## src/rtl/demux_1to4_stream.sv

```systemverilog
// 1-to-4 stream demux: one-entry holding slot per channel, 1-cycle latency, in_ready falls only when the
// selected slot is full and not draining this cycle. Per-channel saturating drain counters exist with DEMUX_STATS_EN.
module demux_1to4_stream #(
   parameter int DATA_W = 8,
   parameter int CNT_W  = 16
) (
   input  logic                clk,
   input  logic                rst_n,
   input  logic [DATA_W-1:0]   in_data,
   input  logic [1:0]          in_sel,
   input  logic                in_valid,
   output logic                in_ready,
   output logic [4*DATA_W-1:0] out_data,
   output logic [3:0]          out_valid,
   input  logic [3:0]          out_ready
`ifdef DEMUX_STATS_EN
   ,
   output logic [4*CNT_W-1:0]  xfer_cnt
`endif
);

   logic [3:0]        slot_v_q, slot_v_d;
   logic [DATA_W-1:0] slot_d_q [4];
   logic [DATA_W-1:0] slot_d_d [4];
   logic [3:0]        drain;
   logic              accept;

   always_comb begin
      in_ready = !slot_v_q[in_sel] || out_ready[in_sel];
      accept   = in_valid && in_ready;
      drain    = slot_v_q & out_ready;

      // A drain and an accept on the same channel leave the slot full with the new word.
      slot_v_d = slot_v_q & ~drain;
      for (int k = 0; k < 4; k++) begin
         slot_d_d[k] = slot_d_q[k];
      end
      if (accept) begin
         slot_v_d[in_sel] = 1'b1;
         slot_d_d[in_sel] = in_data;
      end
   end

   always_ff @(posedge clk) begin
      if (!rst_n) begin
         slot_v_q <= 4'b0000;
         for (int k = 0; k < 4; k++) begin
            slot_d_q[k] <= '0;
         end
      end else begin
         slot_v_q <= slot_v_d;
         for (int k = 0; k < 4; k++) begin
            slot_d_q[k] <= slot_d_d[k];
         end
      end
   end

   always_comb begin
      out_valid = slot_v_q;
      out_data  = '0;
      for (int k = 0; k < 4; k++) begin
         out_data[k*DATA_W +: DATA_W] = slot_d_q[k];
      end
   end

`ifdef DEMUX_STATS_EN
   logic [CNT_W-1:0] cnt_q [4];
   logic [CNT_W-1:0] cnt_d [4];

   always_comb begin
      xfer_cnt = '0;
      for (int k = 0; k < 4; k++) begin
         cnt_d[k] = cnt_q[k];
         if (drain[k] && (cnt_q[k] != {CNT_W{1'b1}})) begin
            cnt_d[k] = cnt_q[k] + CNT_W'(1);
         end
         xfer_cnt[k*CNT_W +: CNT_W] = cnt_q[k];
      end
   end

   always_ff @(posedge clk) begin
      if (!rst_n) begin
         for (int k = 0; k < 4; k++) begin
            cnt_q[k] <= '0;
         end
      end else begin
         for (int k = 0; k < 4; k++) begin
            cnt_q[k] <= cnt_d[k];
         end
      end
   end
`endif

endmodule

```

## config.mk

```make
export PLATFORM = sky130hd
export DESIGN_NAME = demux_1to4_stream
export DESIGN_NICKNAME = d
export VERILOG_FILES = /design/src/rtl/demux_1to4_stream.sv
export SDC_FILE = /design/constraint.sdc
export NUM_CORES = 1
export LEC_CHECK = 0
export CAP_MARGIN = 30
export CORE_UTILIZATION = 38
export DETAILED_ROUTE_END_ITERATION = 16
export PLACE_DENSITY_LB_ADDON = 0.1
export SLEW_MARGIN = 40
export SYNTH_ARGS = -nofsm -noshare
export SYNTH_HDL_FRONTEND = slang
export SYNTH_SLANG_ARGS = --single-unit
```

## constraint.sdc

```tcl
create_clock -name clk -period 0.98 [get_ports clk]
set_input_delay 0.196 -clock clk [delete_from_list [all_inputs] [get_ports clk]]
set_output_delay 0.196 -clock clk [all_outputs]
set_load 0.01 [all_outputs]
```

==> reports/metrics.cfg, run 1 <==
[outcome]
status=finished with violations
violations=setup timing

[clock_tree]
cts.clk_slew.worst_paths_ns=0.10
cts_sinks=36
cts_buffers=5
clockBufferDepth=2
htreeDepth=2
clk_latency_ns=0.34
tritoncts=built
root_buffer=clkbuf_4
cts_hold_buffers=0

[worst_setup_path]
r2r-end=slot_d_q[1][1]$_SDFFE_PN0P_
critPathCaptureType=primary output
cp_max_fo=2
reg2reg_depth=5
r2r-start=out_valid[1]$_SDFF_PN0_
cp_data_arrival_time_ns=1.37
crit_required_ns=0.78
critical_path.startpoint=out_valid[3]$_SDFF_PN0_
startpoint_type=flip-flop
reg2reg_slack_ns=-0.20
worstSetupPathType=reg -> out

[sta]
period_needed_ns=1.57
finalWorstSetupSlack_ns=-0.587
finClkSkew_ns=0.00405
max_freq_ghz=0.638
min_period_over_period_pct=160
grt_setup_unrepaired=yes
maxSlewHeadroom_pct=87.9
tightest_slew_ns=0.182
drv_slew=0
finalSetupViolCount=60
hold_viol_final=0

[global_routing]
use_met3_pct=6.39
grt_usage_pct=19.3
gr-total-overflow=0
grt-busiest-layer=met2
use_met2_pct=34.4
grt_pass1_wl_mm=5.80
antenna_found_initial=0
grt_pass1_vias=1275
grt_use_met1_pct=21.1
grt_max_degree=45

[floorplan]
ios=54
start_util_pct=40.7
num_rows=21
dieWidth_um=62.5
fp.dieArea_um2=3900
core_area_um2=3420
fp.dieH_um=62.5

[logic_synthesis]
synthSimpleGateAreaFrac_pct=16.7
synthMuxAreaShare_pct=24.7
synth_top_area_share_pct=51.8
synth_edf_count=0
synth_top_family_by_area=multiplexers
syn_area_per_cell_um2=10.3
synth_fp_nets=152
synth_most_common_cell=nand2_1
async_flop_share_pct=0
synth.area.top_cells=dfxtp_1 (52%), mux2i_1 (23%), nand2_1 (11%)
synthFlopType=dfxtp_1
ys_seq_elements=36
synth_compound_area_share_pct=2.16
yosysSeqAreaShare_pct=51.8
synthXorXnorAreaFrac_pct=0
synth.top_cells.by_count=nand2_1 (42), dfxtp_1 (36), mux2i_1 (32), nand2b_1 (4)
synth_cell_types=17
synth_area_leader_cell=dfxtp_1
synth_area_um2=1390
synth_fa_ha_area_share_pct=0
synth_cells=135
yosys_warnings=0

[hold_path]
hp-start=out_ready[3]
hold_depth=4
min_path_type=in -> reg
hold-path-endpoint=out_valid[3]$_SDFF_PN0_

[cells_and_area]
antennaDiodeCount=0
fin_nets=233
fillers=269
areaGrowthSynthToFinish_pct=71.4
fin_util_pct=69.7
regArea_um2=766
finalNonFillerCells=263
multi_input_area_um2=654
final_cell_area_um2=2380
drive_above_1_share_pct=54.8

[pwr]
vdd.ir_drop.worst_mv=0.815
power_density_nw_per_um2=1200
power.switching_uw=697
intPower_uw=2160
power.share.clock_pct=29.1
power_frac_comb_pct=16.2
leakagePower_uw=0.00107
seq_power_share_pct=54.7
swShare_pct=24.4

[place]
dpl_cell_area_um2=2060
hpwl_mm=2.29
io_buffers=53
dp_cells=241
gp_congestion=0.740

[detailed_routing]
dr.pass1.iters=4
finalWirelength_mm=3.50
vias=1216
drt-vias-per-instance=4.62
drtAntennaViolNets=0
drc=0
drtIter0Drc=36
wl_per_cell_um=13.3

[run]
maxCapViolCount=0

## stage by stage
stage               power [uW]  hold slack, ns  TNS [ns]  setup WS (ns)
CTS                       2850           0.337     -5.32         -0.596
finish                    2850           0.275     -4.14         -0.587
floorplan                 1750           0.336    -0.433         -0.116
global placement          1970           0.444    -20.25         -0.922
global route              2990           0.264     -7.65         -0.647
detailed placement        1980           0.449    -21.54         -0.941
## cells by family after synthesis
group	count (synthesis)
buffers and inverters	9
and+or+nand+nor	53
muxes	33
DFF	36
AOI/OAI and AO/OA	4
## how the worst max path moves through the flow
stage	to	slack [ns]	depth (start not counted)
4_1_cts	in_ready	-0.60	3
6_report	in_ready	-0.59	3
2_1_floorplan	in_ready	-0.12	2
5_1_grt	in_ready	-0.65	3
3_5_place_dp	in_ready	-0.94	4
3_3_place_gp	in_ready	-0.92	4
## worst max-delay path: stages (launching register included)
cell and delay, ns:
dfxtp_2 0.37, nand2b_4 0.06, mux4_2 0.47, buf_6 0.14
## layout by cell type (no fill, tap or decap)
master / n
buf_6: 46
nand2_1: 42
dfxtp_2: 36
mux2i_1: 31
buf_4: 20
clkdlybuf4s50_1: 11
clkbuf_4: 5
dlygate4sd2_1: 4
nor2b_4: 3
a21boi_0: 3
nand2b_4: 2
nand2b_1: 2
clkbuf_1: 2
mux4_2: 1
nor3_2: 1
and3_4: 1
nand3_2: 1
o21a_1: 1
nand3b_1: 1
mux2i_2: 1
clkbuf_8: 1
dlymetal6s2s_1: 1
buf_12: 1
## state kept, by name, indices dropped and copies added, names as in the netlist
register,cells
out_valid,4
slot_d_q,32
## power by group through the flow
| stage | logic (uW) | clock network [uW] | registers, uW |
|---|---|---|---|
| after floorplan | 151 | 0 | 1600 |
| after global placement | 398 | 0 | 1570 |
| after detailed placement | 404 | 0 | 1580 |
| after CTS | 445 | 845 | 1560 |
| after global routing | 494 | 922 | 1570 |
| final | 462 | 831 | 1560 |
## per-layer routing
layer | part of all wire (%) | wire length, um
met1 | 40 | 1400
met2 | 52 | 1830
met3 | 6.3 | 219
met4 | 1.4 | 48
met5 | 0 | 0
## cell type report
class                           instances  area share, %
Sequential cell                        36           32.1
Multi-Input combinational cell         90           27.5
Timing Repair Buffer                   83           35.5
Tap cell                               46           2.42
Clock buffer                            8           2.47
## what timing repair did
| item | in CTS | in global routing |
|---|---|---|
| setup endpoints to repair | 71 | 71 |
| setup buffers | 9 | 7 |
| pin swaps | 2 | 1 |
| resized for setup | 233 | 6 |
| endpoints found under the hold margin | 0 | 0 |
(Power assumes the default switching activity.)
==> inputs of run 2 (changes only) <==
--- a/config.mk
+++ b/config.mk
@@ -6,8 +6,10 @@
 export NUM_CORES = 1
 export LEC_CHECK = 0
 export CAP_MARGIN = 30
-export CORE_UTILIZATION = 38
+export CORE_UTILIZATION = 41
 export DETAILED_ROUTE_END_ITERATION = 16
+export DONT_BUFFER_PORTS = 1
+export GPL_TIMING_DRIVEN = 0
 export PLACE_DENSITY_LB_ADDON = 0.1
 export SLEW_MARGIN = 40
 export SYNTH_ARGS = -nofsm -noshare
==> run 2 against run 1 <==
The flow still finishes with violations (setup timing); register-to-register slack is essentially flat; via count shrank 19%; sequential power is essentially flat; first-iteration DRC count shrank 25%; routed wire length shrank 9.0%; critical path depth shrank 1; clock skew is essentially flat; largest cell class is now sequential cells; largest power group unchanged.
==> reports/metrics.cfg, run 2 (same netlist as run 1, synthesis figures left out) <==
[hold_path]
min_path_type=in -> reg
hp-start=in_sel[0]
hold_depth=3  ; -1
hold-path-endpoint=out_valid[2]$_SDFF_PN0_

[pwr]
power_density_nw_per_um2=1560  ; +30%
leakagePower_uw=0.000636  ; -40%
vdd.ir_drop.worst_mv=0.747  ; -8.4%

[cells_and_area]
final_cell_area_um2=1620  ; -32%
antennaDiodeCount=0  ; unchanged
drive_above_1_share_pct=29.5  ; -25 points
finalNonFillerCells=190  ; -28%
areaGrowthSynthToFinish_pct=16.3
largest_reg_flops=32  ; unchanged
layout_commonest_cell=nand2_1
top_register=slot_d_q
fin_nets=163  ; -30%
fin_util_pct=51.7  ; -18 points
final_cell_mix=nand2_1 (42), mux2i_1 (31), dfxtp_1 (19)
fillers=298  ; +11%

[floorplan]
start_util_pct=44.4  ; +3.7 points
dieWidth_um=60.2  ; -3.6%
num_rows=20  ; -4.8%
core_area_um2=3130  ; -8.4%
fp.dieArea_um2=3630  ; -7.1%
fp.dieH_um=60.2  ; -3.6%
ios=54  ; unchanged

[global_routing]
grt_usage_pct=19.2  ; -0.11 points
gr-total-overflow=0  ; unchanged
grt_pass1_vias=962  ; -25%
grt_max_degree=11  ; -76%
grt_pass1_wl_mm=4.80  ; -17%
antenna_found_initial=0  ; unchanged

[place]
dpl_cell_area_um2=1470  ; -29%
pre_cts_slack_ns=-0.156  ; +0.785 ns
gp_congestion=0.779  ; +5.2%
dp_cells=179  ; -26%
io_buffers=0  ; -100%
hpwl_mm=2.10  ; -8.0%

[clock_tree]
cts_sinks=36  ; unchanged
htreeDepth=2  ; unchanged
cts_buffers=5  ; unchanged
root_buffer=clkbuf_4
clockBufferDepth=2  ; unchanged
cts.clk_slew.worst_paths_ns=0.10  ; about the same
tritoncts=built
clk_latency_ns=0.34  ; about the same

[sta]
period_needed_ns=1.47  ; -0.0929 ns
finalWorstSetupSlack_ns=-0.494  ; +0.0929 ns
finClkSkew_ns=0.00453  ; +0.000481 ns
maxSlewHeadroom_pct=69.7  ; -18 points
drv_slew=0  ; unchanged
finalSetupViolCount=35  ; -42%
grt_setup_unrepaired=yes
min_period_over_period_pct=150  ; -9.5 points
tightest_slew_ns=0.455  ; +0.273 ns
hold_viol_final=0  ; unchanged
max_freq_ghz=0.678  ; +6.3%
hold_slack_ns=0.0386  ; -0.236 ns

[worst_setup_path]
worstSetupPathType=reg -> out
cp_data_arrival_time_ns=1.28  ; -0.09 ns
reg2reg_depth=4  ; -1
r2r-start=out_valid[1]$_SDFF_PN0_
startpoint_type=flip-flop
r2r-end=slot_d_q[1][4]$_SDFFE_PN0P_
crit_required_ns=0.78  ; about the same
critPathCaptureType=primary output
reg2reg_slack_ns=-0.21  ; about the same
cp_max_fo=2  ; unchanged

[outcome]
status=finished with violations
violations=setup timing

[detailed_routing]
vias=980  ; -19%
drt-vias-per-instance=5.16  ; +12%
finalWirelength_mm=3.18  ; -9.0%
drtIter0Drc=27  ; -25%
dr.pass1.iters=4  ; unchanged
drtAntennaViolNets=0  ; unchanged
drc=0  ; unchanged
wl_per_cell_um=16.7  ; +26%

[run]
maxCapViolCount=0  ; unchanged

-- run 2: where the power goes --
part,internal (uW),switching [uW],leakage [uW],total [uW]
clock network,264,471,0.0000281,736
logic,98.0,115,0.000307,213
registers,1510,61.1,0.000301,1580
total,1880,648,0.000636,2520
-- run 2: worst max-delay path, cell delays in order, from the launching register on --
cell and delay, ns:
dfxtp_2 0.37, nand2b_1 0.07, mux4_2 0.51
-- run 2: final cells by class --
class,count,area (um2),share of cell area [%]
Clock inverter,1,5.00,0.310
Timing Repair Buffer,5,51.3,3.17
Clock buffer,6,41.3,2.55
Multi-Input combinational cell,90,654,40.5
Buffer,8,60.1,3.72
Sequential cell,36,749,46.4
Tap cell,44,55.1,3.41
-- run 2: worst max-delay path by stage --
| stage | from | to | slack (ns) | cells after the start |
|---|---|---|---|---|
| 4_1_cts | out_valid[3]$_SDFF_PN0_ | in_ready | -0.51 | 2 |
| 6_report | out_valid[3]$_SDFF_PN0_ | in_ready | -0.49 | 2 |
| 5_1_grt | out_valid[3]$_SDFF_PN0_ | in_ready | -0.56 | 2 |
| 2_1_floorplan | out_valid[3]$_SDFF_PN0_ | in_ready | -0.12 | 2 |
| 3_3_place_gp | out_valid[0]$_SDFF_PN0_ | in_ready | -0.15 | 2 |
| 3_5_place_dp | out_valid[0]$_SDFF_PN0_ | in_ready | -0.16 | 2 |
-- run 2: metal layers --
| metal | share of wire (%) | vias up | global-route usage (%) |
|---|---|---|---|
| li1 | - | 467 | - |
| met1 | 42 | 462 | 23.7 |
| met2 | 47 | 39 | 28.6 |
| met3 | 9.2 | 12 | 8.87 |
| met4 | 1.8 | 0 | 7.97 |
| met5 | 0 | - | 0 |
-- run 2: through the flow --
stage / power, uW / TNS [ns]
final: 2520 / -3.83
after global routing: 2660 / -5.60
after CTS: 2540 / -2.65
after detailed placement: 1800 / -2.20
after global placement: 1790 / -1.41
after floorplan: 1750 / -0.433
-- run 2: what timing repair did --
item / in CTS / in global routing
endpoints found under the hold margin: 1 / 0
endpoints found under the setup margin: 34 / 48
hold buffers: 1 / 0
buffers inserted: 1 / 2
resized for setup: 9 / 22
cloned: 1 / 1
pin swaps: 2 / 1
==> inputs of run 3 (changes only) <==
--- a/config.mk
+++ b/config.mk
@@ -7,10 +7,12 @@
 export LEC_CHECK = 0
 export CAP_MARGIN = 30
 export CORE_UTILIZATION = 41
+export CTS_BUF_LIST = sky130_fd_sc_hd__clkbuf_2 sky130_fd_sc_hd__clkbuf_4 sky130_fd_sc_hd__clkbuf_8
 export DETAILED_ROUTE_END_ITERATION = 16
 export DONT_BUFFER_PORTS = 1
 export GPL_TIMING_DRIVEN = 0
 export PLACE_DENSITY_LB_ADDON = 0.1
+export REMOVE_ABC_BUFFERS = 1
 export SLEW_MARGIN = 40
 export SYNTH_ARGS = -nofsm -noshare
 export SYNTH_HDL_FRONTEND = slang
==> run 3 against run 2 <==
Largest cell class unchanged; first-iteration DRC count fell by 11%; critical path depth did not move; the run ends with hold timing, setup timing left; sequential share of layout area shrank 0.46 points; combinational power is 8% lower; global-route usage shrank 2.3 points; register-to-register slack better by 0.03 ns; highest routed layer unchanged; critical path type unchanged; clock power up 2%.
==> reports/metrics.cfg, run 3 (same netlist as run 1, synthesis figures left out) <==
[sta]
grt_setup_unrepaired=yes
hold_slack_ns=-0.00129  ; -0.0399 ns
max_freq_ghz=0.669  ; -1.4%
drv_slew=0  ; unchanged
finalWorstSetupSlack_ns=-0.514  ; -0.0204 ns
maxSlewHeadroom_pct=39.2  ; -30 points
hold_viol_final=1  ; +1
period_needed_ns=1.49  ; +0.0204 ns
finClkSkew_ns=0.00622  ; +0.00169 ns
min_period_over_period_pct=152  ; +2.1 points
setup-tns-final_ns=-10.16  ; -6.32 ns
tightest_slew_ns=0.908  ; +0.454 ns
finalSetupViolCount=37  ; +5.7%

[floorplan]
fp.dieH_um=60.2  ; unchanged
ios=54  ; unchanged
dieWidth_um=60.2  ; unchanged
core_area_um2=3130  ; unchanged
fp.dieArea_um2=3630  ; unchanged
num_rows=20  ; unchanged
start_util_pct=44.4  ; unchanged

[pwr]
leakagePower_uw=0.000629  ; -1.1%
power_density_nw_per_um2=1570  ; +0.85%
vdd.ir_drop.worst_mv=0.827  ; +11%

[detailed_routing]
drtIter0Drc=24  ; -11%
dr.pass1.iters=4  ; unchanged
finalWirelength_mm=3.02  ; -5.1%
vias=973  ; -0.71%
wl_per_cell_um=16.0  ; -4.6%
drtAntennaViolNets=0  ; unchanged
drc=0  ; unchanged
drt-vias-per-instance=5.15  ; -0.19%

[global_routing]
use_met3_pct=8.44  ; -0.43 points
grt_use_met1_pct=17.3  ; -6.4 points
gr-total-overflow=0  ; unchanged
grt-busiest-layer=met2
grt_usage_pct=16.9  ; -2.3 points
grt_pass1_vias=943  ; -2.0%
grt_max_degree=45  ; +34
use_met2_pct=28.6  ; unchanged
grt_pass1_wl_mm=4.20  ; -12%
antenna_found_initial=0  ; unchanged

[outcome]
violations=hold timing, setup timing
status=finished with violations

[cells_and_area]
layout_commonest_cell=nand2_1
drive_above_1_share_pct=20.7  ; -8.8 points
areaGrowthSynthToFinish_pct=15.3
fin_nets=162  ; -0.61%
antennaDiodeCount=0  ; unchanged
final_cell_mix=nand2_1 (42), mux2i_1 (32), dfxtp_1 (28)
largest_reg_flops=32  ; unchanged
top_register=slot_d_q

[clock_tree]
clk_latency_ns=0.34  ; about the same
htreeDepth=2  ; unchanged
clockBufferDepth=2  ; unchanged
cts_sinks=36  ; unchanged
cts.clk_slew.worst_paths_ns=0.11  ; about the same
tritoncts=built
cts_buffers=5  ; unchanged
root_buffer=clkbuf_4

[worst_setup_path]
worstSetupPathType=reg -> out
crit_slowest_cell=mux4_2
crit_family=multiplexers
cp_max_fo=2  ; unchanged
cp_data_arrival_time_ns=1.30  ; +0.02 ns
reg2reg_slack_ns=-0.18  ; +0.03 ns
cp.buffers_inverters=0  ; unchanged
crit_required_ns=0.78  ; about the same
startpoint_type=flip-flop
cpPeakStageDelay_ns=0.51  ; about the same
critPathCaptureType=primary output
cp_cell_sequence=nand2b_1, mux4_2

[run]
maxCapViolCount=0  ; unchanged

[hold_path]
min_path_type=in -> reg

[place]
gp_congestion=0.784  ; +0.67%
io_buffers=0  ; unchanged
hpwl_mm=1.79  ; -15%
pre_cts_slack_ns=-0.550  ; -0.393 ns

run 3: path summary, 6_finish.rpt:
kind,end,startpoint,cells after the start
max,in_ready,out_valid[0]$_SDFF_PN0_,2
min,slot_d_q[1][7]$_SDFFE_PN0P_,rst_n,2
max reg2reg,slot_d_q[0][6]$_SDFFE_PN0P_,out_valid[0]$_SDFF_PN0_,5
min reg2reg,slot_d_q[3][7]$_SDFFE_PN0P_,slot_d_q[3][7]$_SDFFE_PN0P_,2
run 3: what timing repair did:
| item | 4_1_cts | 5_1_grt |
|---|---|---|
| pin swaps | 3 | 3 |
| endpoints found under the setup margin | 35 | 39 |
| hold buffers | 1 | 3 |
| setup buffers | 7 | 1 |
| hold endpoints to repair | 31 | 24 |
| gates resized for setup | 15 | 8 |
run 3: worst reg2reg max path, cell delays in order (launching register included):
cell and delay, ns:
dfxtp_2 0.36, nand2b_1 0.09, buf_4 0.15, nand3b_1 0.15
buf_6 0.15, mux2i_1 0.19
run 3: where the power goes:
group          total (uW)  internal (uW)  switching (uW)  leakage, uW
combinational         197           98.3            99.1     0.000301
clock                 754            292             462    0.0000315
sequential           1570           1510            59.4     0.000297
total                2520           1900             620     0.000629
run 3: layout make-up:
class	instances	area (um2)
Fill cell	299	1530
Sequential cell	36	736
Multi-Input combinational cell	90	639
Timing Repair Buffer	12	123
Tap cell	44	55.1
Clock buffer	6	45.0
Clock inverter	1	5.00
run 3: per-stage QoR:
stage,instances,utilization [%],area [um2],power (uW),hold slack (ns)
finish,189,51.2,1600,2520,-0.00129
global placement,170,44.2,1380,1740,0.321
detailed placement,171,44.6,1390,1750,0.326
global route,189,51.2,1600,2650,0.00111
floorplan,126,-,1330,1710,0.314
CTS,186,49.7,1560,2530,-0.0474
run 3: per-layer routing:
| layer | wire length, um | vias up |
|---|---|---|
| li1 | - | 465 |
| met4 | 45 | 0 |
| met5 | 0 | - |
| met1 | 1280 | 462 |
| met3 | 248 | 5 |
| met2 | 1440 | 41 |
